### config.mk
export PLATFORM = sky130hd
export DESIGN_NAME = map_frame_sequencer
export DESIGN_NICKNAME = d
export VERILOG_FILES = /design/src/rtl/map_pkg.sv /design/src/rtl/map_axis_step.sv /design/src/rtl/map_frame_sequencer.sv
export SDC_FILE = /design/constraint.sdc
export NUM_CORES = 1
export LEC_CHECK = 0
export BUFFER_PORTS_ARGS = -buffer_cell sky130_fd_sc_hd__clkbuf_2
export CAP_MARGIN = 40
export CORE_UTILIZATION = 57
export CTS_CLUSTER_SIZE = 12
export DETAILED_ROUTE_END_ITERATION = 8
export GPL_TIMING_DRIVEN = 0
export HOLD_SLACK_MARGIN = 0.05
export PLACE_DENSITY = 0.84
export SLEW_MARGIN = 30
export SYNTH_ARGS = -nofsm -noshare
export SYNTH_HDL_FRONTEND = slang
export SYNTH_SLANG_ARGS = --single-unit
export TNS_END_PERCENT = 5
### constraint.sdc
create_clock -name pixel_clk_in -period 8.9 [get_ports pixel_clk_in]
set_input_delay 0.445 -clock pixel_clk_in [delete_from_list [all_inputs] [get_ports pixel_clk_in]]
set_output_delay 0.445 -clock pixel_clk_in [all_outputs]
set_load 0.005 [all_outputs]
### src/rtl/map_pkg.sv
// rtl/map_pkg.sv - shared state encoding, frame record and fixed geometry constants for the map frame sequencer
package map_pkg;

  typedef enum logic [2:0] {
    ST_IDLE   = 3'd0,
    ST_TRIG_C = 3'd1,
    ST_CAM    = 3'd2,
    ST_CORN_L = 3'd3,
    ST_CORN_R = 3'd4,
    ST_COMMIT = 3'd5
  } map_state_e;

  typedef struct packed {
    logic [15:0] cam_x;
    logic [15:0] cam_y;
    logic [15:0] farl_x;
    logic [15:0] farl_y;
    logic [15:0] farr_x;
    logic [15:0] farr_y;
    logic [15:0] nearl_x;
    logic [15:0] nearl_y;
    logic [15:0] nearr_x;
    logic [15:0] nearr_y;
  } map_frame_t;

  localparam logic [15:0] BALL_DEPTH   = 16'd7;
  localparam logic [15:0] NEAR_MAG     = 16'd5;
  localparam logic [15:0] FAR_MAG      = 16'd110;
  localparam logic [15:0] MAP_ORIGIN   = 16'd720;
  localparam logic [15:0] COS_HALF_FOV = 16'd146;

  // Operands never exceed 719, so one conditional subtract is a full mod 360.
  function automatic logic [15:0] wrap360(input logic [15:0] v);
    return (v >= 16'd360) ? v - 16'd360 : v;
  endfunction

endpackage

### src/rtl/map_axis_step.sv
// rtl/map_axis_step.sv - one axis of base +/- s(sign)*((mag*abs)>>5) for two magnitudes sharing one lookup sample
module map_axis_step (
  input  logic [15:0] base_in,
  input  logic [15:0] abs_in,
  input  logic        sign_in,
  input  logic        sub_in,
  input  logic [15:0] mag0_in,
  input  logic [15:0] mag1_in,
  output logic [15:0] res0_out,
  output logic [15:0] res1_out
);

  logic [31:0] prod0;
  logic [31:0] prod1;
  logic [15:0] term0;
  logic [15:0] term1;
  logic        neg;
  logic        unused_prod;

  always_comb begin
    prod0 = {16'd0, mag0_in} * {16'd0, abs_in};
    prod1 = {16'd0, mag1_in} * {16'd0, abs_in};
    term0 = prod0[20:5];
    term1 = prod1[20:5];
    // A negative lookup sign flips the requested operation.
    neg      = sub_in ^ sign_in;
    res0_out = neg ? (base_in - term0) : (base_in + term0);
    res1_out = neg ? (base_in - term1) : (base_in + term1);
  end

  assign unused_prod = ^{prod0[31:21], prod0[4:0], prod1[31:21], prod1[4:0]};

endmodule

### src/rtl/map_frame_sequencer.sv
// rtl/map_frame_sequencer.sv - per-frame camera/frustum sequencer sharing one cos/sin lookup
// Optional heading slew limiting is enabled by defining MAP_SEQ_ANGLE_SLEW_EN.
module map_frame_sequencer
  import map_pkg::*;
#(
  parameter int MAX_SLEW = 5,
  parameter int HALF_FOV = 55
) (
  input  logic        pixel_clk_in,
  input  logic        rst_n_in,
  input  logic        new_frame_in,
  input  logic [15:0] ballx_in,
  input  logic [15:0] bally_in,
  input  logic [15:0] angle_in,
  output logic [15:0] trig_angle_out,
  input  logic [15:0] cos_abs_in,
  input  logic [15:0] sin_abs_in,
  input  logic        cos_sign_in,
  input  logic        sin_sign_in,
  output logic [15:0] cam_x_out,
  output logic [15:0] cam_y_out,
  output logic [15:0] farl_x_out,
  output logic [15:0] farl_y_out,
  output logic [15:0] farr_x_out,
  output logic [15:0] farr_y_out,
  output logic [15:0] nearl_x_out,
  output logic [15:0] nearl_y_out,
  output logic [15:0] nearr_x_out,
  output logic [15:0] nearr_y_out,
  output logic        params_valid_out,
  output logic        busy_out,
  output logic        frame_done_out,
  output logic        overrun_out
);

  map_state_e  state_q, state_d;
  logic [15:0] a_q, a_d;
  logic [15:0] trig_q, trig_d;
  logic [15:0] pos_x_q, pos_x_d;
  logic [15:0] pos_y_q, pos_y_d;
  map_frame_t  shadow_q, shadow_d;
  map_frame_t  pub_q, pub_d;
  logic        valid_q, valid_d;
  logic        done_q, done_d;
  logic        overrun_q, overrun_d;

  logic [15:0] angle_red;
  logic [15:0] eff_angle;
  logic [15:0] x_base, y_base, mag0;
  logic        x_sub, y_sub;
  logic [15:0] x_res0, x_res1, y_res0, y_res1;
  logic        unused_cfg;

`ifdef MAP_SEQ_ANGLE_SLEW_EN
  localparam logic [15:0] SLEW = 16'(MAX_SLEW);
  logic [15:0] diff_fwd;
  logic [15:0] diff_back;
`endif

  always_comb begin
    angle_red = wrap360(angle_in);
`ifdef MAP_SEQ_ANGLE_SLEW_EN
    diff_fwd  = (angle_red >= a_q) ? (angle_red - a_q) : (angle_red + 16'd360 - a_q);
    diff_back = 16'd360 - diff_fwd;
    // Exactly 180 degrees away counts as the positive direction.
    if (diff_fwd == 16'd0) begin
      eff_angle = a_q;
    end else if (diff_fwd <= 16'd180) begin
      eff_angle = wrap360(a_q + ((diff_fwd < SLEW) ? diff_fwd : SLEW));
    end else begin
      eff_angle = wrap360(a_q + 16'd360 - ((diff_back < SLEW) ? diff_back : SLEW));
    end
`else
    eff_angle = angle_red;
`endif
  end

  always_comb begin
    x_base = pos_x_q;
    y_base = pos_y_q;
    x_sub  = 1'b0;
    y_sub  = 1'b1;
    mag0   = BALL_DEPTH;
    // Corners project back from the camera, so the operations swap sense.
    if (state_q != ST_CAM) begin
      x_base = shadow_q.cam_x;
      y_base = shadow_q.cam_y;
      x_sub  = 1'b1;
      y_sub  = 1'b0;
      mag0   = FAR_MAG;
    end
  end

  map_axis_step u_step_x (
    .base_in  (x_base),
    .abs_in   (cos_abs_in),
    .sign_in  (cos_sign_in),
    .sub_in   (x_sub),
    .mag0_in  (mag0),
    .mag1_in  (NEAR_MAG),
    .res0_out (x_res0),
    .res1_out (x_res1)
  );

  map_axis_step u_step_y (
    .base_in  (y_base),
    .abs_in   (sin_abs_in),
    .sign_in  (sin_sign_in),
    .sub_in   (y_sub),
    .mag0_in  (mag0),
    .mag1_in  (NEAR_MAG),
    .res0_out (y_res0),
    .res1_out (y_res1)
  );

  always_comb begin
    state_d   = state_q;
    a_d       = a_q;
    trig_d    = trig_q;
    pos_x_d   = pos_x_q;
    pos_y_d   = pos_y_q;
    shadow_d  = shadow_q;
    pub_d     = pub_q;
    valid_d   = valid_q;
    done_d    = 1'b0;
    overrun_d = overrun_q;

    if (new_frame_in && (state_q != ST_IDLE)) begin
      overrun_d = 1'b1;
    end

    // Each state presents the next angle so its lookup result lands one state later.
    case (state_q)
      ST_IDLE: begin
        if (new_frame_in) begin
          state_d = ST_TRIG_C;
          a_d     = eff_angle;
          trig_d  = eff_angle;
          pos_x_d = {5'd0, ballx_in[15:5]} + MAP_ORIGIN;
          pos_y_d = {5'd0, bally_in[15:5]} + MAP_ORIGIN;
        end
      end
      ST_TRIG_C: begin
        state_d = ST_CAM;
        trig_d  = wrap360(a_q + 16'(HALF_FOV));
      end
      ST_CAM: begin
        state_d        = ST_CORN_L;
        shadow_d.cam_x = x_res0;
        shadow_d.cam_y = y_res0;
        trig_d         = wrap360(a_q + 16'd360 - 16'(HALF_FOV));
      end
      ST_CORN_L: begin
        state_d          = ST_CORN_R;
        shadow_d.farl_x  = x_res0;
        shadow_d.farl_y  = y_res0;
        shadow_d.nearl_x = x_res1;
        shadow_d.nearl_y = y_res1;
      end
      ST_CORN_R: begin
        state_d          = ST_COMMIT;
        shadow_d.farr_x  = x_res0;
        shadow_d.farr_y  = y_res0;
        shadow_d.nearr_x = x_res1;
        shadow_d.nearr_y = y_res1;
      end
      ST_COMMIT: begin
        state_d = ST_IDLE;
        pub_d   = shadow_q;
        valid_d = 1'b1;
        done_d  = 1'b1;
      end
      default: begin
        state_d = ST_IDLE;
      end
    endcase
  end

  always_ff @(posedge pixel_clk_in or negedge rst_n_in) begin
    if (!rst_n_in) begin
      state_q   <= ST_IDLE;
      a_q       <= 16'd0;
      trig_q    <= 16'd0;
      pos_x_q   <= 16'd0;
      pos_y_q   <= 16'd0;
      shadow_q  <= '0;
      pub_q     <= '0;
      valid_q   <= 1'b0;
      done_q    <= 1'b0;
      overrun_q <= 1'b0;
    end else begin
      state_q   <= state_d;
      a_q       <= a_d;
      trig_q    <= trig_d;
      pos_x_q   <= pos_x_d;
      pos_y_q   <= pos_y_d;
      shadow_q  <= shadow_d;
      pub_q     <= pub_d;
      valid_q   <= valid_d;
      done_q    <= done_d;
      overrun_q <= overrun_d;
    end
  end

  assign trig_angle_out   = trig_q;
  assign cam_x_out        = pub_q.cam_x;
  assign cam_y_out        = pub_q.cam_y;
  assign farl_x_out       = pub_q.farl_x;
  assign farl_y_out       = pub_q.farl_y;
  assign farr_x_out       = pub_q.farr_x;
  assign farr_y_out       = pub_q.farr_y;
  assign nearl_x_out      = pub_q.nearl_x;
  assign nearl_y_out      = pub_q.nearl_y;
  assign nearr_x_out      = pub_q.nearr_x;
  assign nearr_y_out      = pub_q.nearr_y;
  assign params_valid_out = valid_q;
  assign busy_out         = (state_q != ST_IDLE);
  assign frame_done_out   = done_q;
  assign overrun_out      = overrun_q;

  assign unused_cfg = ^{16'(MAX_SLEW), COS_HALF_FOV, ballx_in[4:0], bally_in[4:0]};

endmodule

# Word level (Yosys, flattened, before mapping)
# Index checks and enable logic that the tools add are counted.
# word_totals
ff_bits,390
out_inout_bits,180
in_bits,85
# op_classes
eq_ne,7
n_bitwise,2
magnitude_cmp,3
multipliers,4
add_sub_neg,16
reduce_logical,6
muxes,17
# op_table
cell,n
$mux 16,10
$add 16x16->16,4
$sub 16x16->16,4
$ge 16x9->1 const B,3
$pmux 16 s3,1
$sub 16x9->16 const B,3
$mul 7x16->21,2
$mul 3x16->19 const A,2
$add 11x10->12 const B,2
$add 16x6->16 const B,1
$add 16x9->16 const B,1
$sub 16x6->16 const B,1
$pmux 3 s5,1
$mux 7,1
$eq 3x2->1 const B,2
$eq 3x3->1 const B,2
$reduce_bool 3->1,2
$reduce_and 2->1,2
$eq 3x1->1 const B,1
$logic_not 3->1,1
$mux 1,3
$mux 3,1
$ne 3x2->1 const B,1
$ne 2x2->1 const B,1
other kinds (2),3

# Depth between registers and ports, before layout
# Gate-level depths: netlist of run 1.
# depth
ltp_word,5
ltp_mapped,35
mapped_depth_nobuf,31

# Cells and area by module
# From an unflattened synthesis of run 1, not the netlist that was laid out.
# hier_totals
cells_unflattened,5167
hier_area_um2,45185.8
# modules_own_cells
mod,n_inst,seq_area_each_um2,cells_each,area_each_um2
map_frame_sequencer,1,9559.2,1686,16866.2
map_axis_step (u_step_x),1,0.0,1741,14178.6
map_axis_step (u_step_y),1,0.0,1740,14141.1

# Worst setup path after synthesis of run 1
# No wires, ideal clock.
# synth_path
path_kind,reg-to-reg
start,register state_q[0]
end,register shadow_q[95] in the netlist's numbering
required_ns,8.770
path_stages_with_launch,34
t_arrival_ns,7.280
path_buffers,4
path_slack_ns,1.490
setup_ns,0.130
path_cell_list,dfrtp_1 -> or3b_1 -> buf_6 -> clkbuf_1 -> clkbuf_1 -> and2_1 -> xor2_1 -> ha_1 -> fa_1 -> fa_1 -> inv_1 -> fa_1 -> inv_1 -> ha_1 -> clkbuf_1 -> a21oi_1 -> a21boi_0 -> o31ai_1 -> or3_1 -> a22o_1 -> nor3_1 -> nor2_1 -> xor2_1 -> ha_1 -> and3_1 -> a21oi_1 -> o21ai_0 -> o21a_1 -> o21ai_0 -> nand2b_1 -> a31oi_1 -> o21ai_0 -> xnor2_1 -> o21ai_1
# synth_between
elab_chain_cells,5
elab_cells_between_ends,10
classes_between,add/sub (2); mul (1); eq/ne (2); mux (4); bitwise (1)
# synth_rtl
element,line_no,rtl
from (decl),map_frame_sequencer.sv:36,"map_state_e state_q, state_d;"
from (signal assigned),map_frame_sequencer.sv:192,state_q <= state_d;
$ne 3x2->1,map_frame_sequencer.sv:85,if (state_q != ST_CAM) begin
$mux 7,map_frame_sequencer.sv:85,
$mul 7x16->21,map_axis_step.sv:21,"prod0 = {16'd0, mag0_in} * {16'd0, abs_in};"
$add 16x16->16 or $sub 16x16->16 (tied branches),map_axis_step.sv:27,res0_out = neg ? (base_in - term0) : (base_in + term0);
$mux 16,map_axis_step.sv:27,
to (signal assigned),map_frame_sequencer.sv:197,shadow_q <= shadow_d;
to (decl),map_frame_sequencer.sv:41,"map_frame_t shadow_q, shadow_d;"
# Parallel ways exist; a longest one is shown, timed or not.
# A chain may end at the register's enable or synchronous reset.

# Worst setup path after layout of run 1
# layout_path
start,register state_q[2]
end,register shadow_q[79] in the netlist's numbering
# The elaborated chain is that of the path after synthesis.

==> qor.yml, run 1 <==
maxCapViolations: 0
relSlewSlack_pct: 38.9
final_cell_mix: "nand2_1 (862), dfrtp_1 (382), clkbuf_2 (255)"
num-fill-cells: 3760
hp-class: "in2reg"
end_kind: "flip-flop"
async_flop_share_pct: 100
rsz0062_at_grt: "false"
synthFlopType: "dfrtp_1"
hp-start: "ballx_in[8]"
skew_ps: 30.6
violations: "DRC"
postSynthCellCount: 3188
multiInputGateArea_um2: 16400
cp_common_cell: "fa_1"
htree_levels: 2
cts_root_buf: "clkbuf_16"
fin_crit_ps: 8470
first_pass_iters: 7
cp_slowest_stage_delay_ps: 630
timing.fmax_ghz: 0.118
die_h_um: 220
syn-num-nets: 3582
grt-ovfl-total: 0
ant_nets: 0
cts_tree: "built"
dieArea_um2: 48500
synth_top_cell_by_area: "dfrtp_1"
rows: 79
drt-initial-drc-count: 2330
grt_usage_pct: 32.8
start_kind: "flip-flop"
nets: 3890
synth_edf_count: 0
viasPerCell: 5.84
whs_path_depth: 2
worstReg2RegEnd: "shadow_q[79]"
clkLatencyLatePin_ps: 580
postRouteWirelength_um: 79100
ioPinCount: 265
chipWidth_um: 220
grt_pass1_vias: 23000
yosysUniqueCellTypes: 93
area_growth_pct: 13.0
core_area_um2: 46800
synth_top_area_share_pct: 35.2
post-route-period-util_pct: 95.2
cp_max_fo: 17
r2r_cells: 25
antenna_found_initial: 0
finalSetupTns_ps: 0
clkTransAtPathRegs_ps: 60
cts_buffers: 41
holdPathEnd: "pos_x_q[3]"
fin_cells: 4121
synth_seq_cells: 382
io_buffers: 253
synth_area_um2: 27200
routabilityCongestion: 0.985
required_ps: 9350
crit_type: "reg2reg"
crit_slowest_cell: "clkbuf_1"
drc: 26
ys_seq_area_share_pct: 35.2
hold_violations: 0
status: "complete, but fails checks"
start_util_pct: 58.1
synth_warnings: 0
fin_util_pct: 65.6
path_buf_inv: 5
cts_buffer_depth: 3
drive_above_1_share_pct: 11.4
timing.rr.start: "state_q[2]"
hpwl_um: 62300
r2r_slack_ps: 430
grt_max_degree: 84
clock_sinks: 382
grt_pass1_wl_um: 123000
setup_violations: 0
final_common_cell: "nand2_1"
wire_per_inst_um: 19.2
register_area_um2: 9560
dpl.cell_count: 4057
synthTopCellsByArea: "dfrtp_1 (35%), nand2_1 (12%), ha_1 (10%), fa_1 (6.6%), xnor2_1 (4.9%)"
synth.avg_cell_area_um2: 8.52
cp_top_family: "adder cells"
diodes: 0
via_count: 24100
worst_pin_slew_ps: 893
arrival_ps: 8920
slew_violations: 0
-- how the worst max path moves through the flow --
stage	from	depth (start not counted)	endpoint	slack, ps
after detailed placement	state_q[2]	31	shadow_q[95]	-920
after global placement	state_q[2]	31	shadow_q[95]	-1170
after CTS	state_q[2]	29	shadow_q[95]	20
after global routing	state_q[2]	34	shadow_q[127]	30
final	state_q[2]	25	shadow_q[79]	430
after floorplan	state_q[0]	33	shadow_q[95]	1490
-- logic make-up (layout without fill, tap and decap cells) --
logic type	count (synthesis)	in the layout	share of synthesized area [%]
compound gates	591	591	13.5
fa+ha+maj	309	309	16.7
simple gates	1292	1292	20.5
buf+inv	329	655	4.60
flops	382	382	35.2
xor+xnor	250	250	8.06
mux	35	35	1.40
-- state kept, by name, summed over array words and instances (netlist names), 16 cells and up --
name	flops
nearr_y_out	16
nearr_x_out	16
a_q	16
nearl_x_out	16
trig_angle_out	16
farl_x_out	16
nearl_y_out	16
farl_y_out	16
cam_y_out	16
shadow_q	160
farr_x_out	16
farr_y_out	16
cam_x_out	16
-- final cells by class --
class	count	area share, %
clock inverters	10	0.457
clock buffers	51	3.57
plain buffers	137	1.76
flip-flops and latches	382	31.1
well taps	607	2.47
inverters	191	2.34
repair buffers	266	4.84
multi-input cells	2477	53.4
-- worst reg2reg max path: cells and delay by family (launching register included) --
kind | cells | cell delay [ps]
compound gates | 6 | 1480
xor+xnor | 3 | 790
simple gates | 5 | 1210
fa+ha+maj | 6 | 2760
flops | 1 | 500
buf+inv | 5 | 1590
-- metal layers --
layer  GRT usage [%]  part of all wire, %  up-vias
li1                -                    -    11300
met1            42.6                   41    11600
met5               0                    0        -
met2            52.5                   45     1067
met4            16.6                  5.3        0
met3            5.95                  8.6      195
-- repair_timing --
| item | CTS | global route |
|---|---|---|
| setup endpoints to repair | 18 | 11 |
| gates cloned | 0 | 0 |
| setup buffers | 0 | 3 |
| resized for setup | 5 | 8 |
| endpoints found under the hold margin | 77 | 0 |
| hold buffers | 1 | 0 |
| pin swaps | 0 | 2 |
-- cell usage after synthesis (9+ instances only) --
library cell	instances
nand2_1	862
dfrtp_1	382
o21ai_0	227
ha_1	219
inv_1	190
xnor2_1	152
nor2_1	141
a21oi_1	128
clkbuf_1	121
xor2_1	98
fa_1	90
nor3_1	50
and2_1	43
nand3_1	36
a21o_1	29
nand2b_1	27
o21bai_1	23
mux2_2	22
or2_2	22
and3_1	21
nor2b_1	21
or3_1	19
o31ai_1	17
o21ai_1	16
a31oi_1	14
mux2i_1	12
buf_1	11
o21a_1	11
a211o_1	10
o211ai_1	10
o22ai_1	9
-- stage by stage --
step	area (um2)	worst slack, ps	hold slack [ps]
after floorplan	27200	1490	149
after global placement	29200	-1170	438
after detailed placement	29400	-915	441
after CTS	30600	20.7	78.2
after global routing	30700	32.1	93.6
final	30700	426	92.6
Power of run 1 is not shown: default switching activity piles up to over one toggle a cycle in this logic, so the estimate is an artifact.
==> inputs of run 2 (changes only) <==
ABC_AREA = 1   (was default)
==> qor.yml, run 2 <==
clkTransAtPathRegs_ps: 60  # about the same
pre_cts_slack_ps: -507  # +408 ps
fin_crit_ps: 8310  # -167 ps
synth_warnings: 0  # unchanged
timing.fmax_ghz: 0.120  # +2.0%
synth_top_cell_by_area: "dfrtp_1"
wire_per_inst_um: 17.7  # -7.7%
crit_cells: 37  # +48%
first_pass_iters: 6  # -1
nets: 4510  # +16%
num-fill-cells: 4205  # +12%
cts_root_buf: "clkbuf_16"
skew_ps: 10.2  # -20.4 ps
crit_slowest_cell: "fa_1"
via_count: 26500  # +10%
synthFlopType: "dfrtp_1"
grt_usage_pct: 34.1  # +1.4 points
hp-class: "in2reg"
antenna_found_initial: 5  # +5
largest_register_ff_count: 160  # unchanged
fin_ws_ps: 593  # +167 ps
htree_levels: 2  # unchanged
timing.rr.start: "state_q[0]"
grt-ovfl-total: 0  # unchanged
rsz0062_at_grt: "false"
multiInputGateArea_um2: 16300  # -0.53%
synth_edf_count: 0  # unchanged
synth.most_common_cell: "nand2_1"
synth_top_area_share_pct: 33.9  # -1.3 points
cts_buffer_depth: 3  # unchanged
post-route-period-util_pct: 93.3  # -1.9 points
drt-initial-drc-count: 2307  # -0.99%
cp_common_cell: "nand2_1"
worstReg2RegEnd: "shadow_q[78]"
syn-num-nets: 4201  # +17%
synthTopCellsByArea: "dfrtp_1 (34%), nand2_1 (17%), ha_1 (9.7%), inv_1 (6.5%), fa_1 (6.4%)"
arrival_ps: 8690  # -230 ps
postSynthCellCount: 3808  # +19%
hpwl_um: 68100  # +9.3%
status: "completed"
async_flop_share_pct: 100  # unchanged
io_buffers: 254  # +0.40%
whs_path_depth: 2  # unchanged
required_ps: 9280  # -70 ps
cp_max_fo: 19  # +2
postRouteWirelength_um: 84900  # +7.3%
synth_area_um2: 28200  # +3.7%
cts_buffers: 39  # -4.9%
clkLatencyLatePin_ps: 540  # -40 ps
ys_seq_area_share_pct: 33.9  # -1.3 points
yosysUniqueCellTypes: 52  # -44%
setup_violations: 0  # unchanged
diodes: 0  # unchanged
synth.avg_cell_area_um2: 7.40  # -13%
hold_violations: 0  # unchanged
worst_pin_slew_ps: 800  # -93.1 ps
routabilityCongestion: 0.991  # +0.56%
largest_register: "shadow_q"
dieArea_um2: 50300  # +3.7%
synth_seq_cells: 382  # unchanged
start_kind: "flip-flop"
r2r_cells: 37  # +48%
register_area_um2: 9560  # unchanged
cts_tree: "built"
cp_top_family: "adder cells"
drive_above_1_share_pct: 9.98  # -1.4 points
core_area_um2: 48800  # +4.5%
synthTopCellsByCount: "nand2_1 (1291), inv_1 (491), dfrtp_1 (382), o21ai_0 (301), ha_1 (218)"
final_cell_mix: "nand2_1 (1291), inv_1 (491), dfrtp_1 (382)"
chipWidth_um: 224  # +1.8%
rows: 81  # +2.5%
ioPinCount: 265  # unchanged
grt_pass1_vias: 25100  # +9.2%
end_kind: "flip-flop"
crit_type: "reg2reg"
ant_nets: 0  # unchanged
grt_pass1_wl_um: 135000  # +9.3%
finalSetupTns_ps: 0  # unchanged
path_buf_inv: 8  # +3
hp-start: "ballx_in[15]"
maxCapViolations: 0  # unchanged
cp_slowest_stage_delay_ps: 540  # -90 ps
start_util_pct: 57.7  # -0.44 points
r2r_slack_ps: 590  # +170 ps
relSlewSlack_pct: 46.5  # +7.6 points
slew_violations: 0  # unchanged
final_common_cell: "nand2_1"
grt_max_degree: 77  # -8.3%
holdPathEnd: "pos_x_q[10]"
drc: 0  # -100%
area_growth_pct: 12.4
viasPerCell: 5.53  # -5.4%
die_h_um: 224  # +1.8%
clock_sinks: 382  # unchanged
-- run 2: changes by cell type after synthesis, moves of 23 or more --
cell      before   now
a21o_1        29     6
nor2_1       141   189
nand2b_1      27     0
and2_1        43     1
nand3_1       36   195
xnor2_1      152    50
clkbuf_1     121    91
inv_1        190   491
a21oi_1      128   152
nand2_1      862  1291
o21ai_0      227   301
nand4_1        5    30
-- run 2: how the worst max path moves through the flow --
stage	slack, ps	endpoint	startpoint
global placement	-720	cam_y_out[11]	rst_n_in
CTS	20	shadow_q[78]	state_q[0]
floorplan	2040	shadow_q[159]	state_q[0]
detailed placement	-510	shadow_q[142]	state_q[0]
global route	30	shadow_q[142]	state_q[0]
finish	590	shadow_q[78]	state_q[0]
-- run 2: layout make-up --
type	count	area share, %
Inverter	504	5.97
Tap cell	664	2.62
Buffer	103	1.35
Clock inverter	6	0.320
Multi-Input combinational cell	2818	51.5
Sequential cell	382	30.2
Timing Repair Buffer	269	4.79
Clock buffer	45	3.25
-- run 2: metrics by stage --
stage | std cells | hold slack (ps) | instance area [um2] | util (%)
after floorplan | 3808 | 149 | 28200 | -
after global placement | 4726 | 453 | 30300 | 62.0
after detailed placement | 4737 | 255 | 30500 | 62.4
after CTS | 4789 | 103 | 31600 | 64.8
after global routing | 4791 | 130 | 31700 | 64.8
final | 4791 | 116 | 31700 | 64.8
-- run 2: kinds of logic after synthesis --
kind of cell	count (synthesis)	synth area share [%]
AND/OR/NAND/NOR	1828	26.9
buffers and inverters	608	8.21
AO/OA/AOI/OAI	520	9.79
flip-flops	382	33.9
adder cells (fa/ha/maj)	308	16.1
XOR/XNOR	162	5.09
-- run 2: routing by layer --
metal | wire [um] | share of wire, % | GRT usage [%] | vias to the layer above
li1 | - | - | - | 12700
met1 | 36500 | 43 | 46.6 | 12500
met4 | 3970 | 4.7 | 15.0 | 10
met3 | 6420 | 7.6 | 4.51 | 212
met5 | 69 | 0.081 | 0 | -
met2 | 37900 | 45 | 54.5 | 1078
-- run 2: repair_timing --
action                     in CTS  in global routing
gates resized for setup         3                  7
hold buffers                    1                  0
setup endpoints to repair      12                 38
hold endpoints to repair       74                  0
buffers inserted                0                  0
Power of run 2 is left out for the same reason.
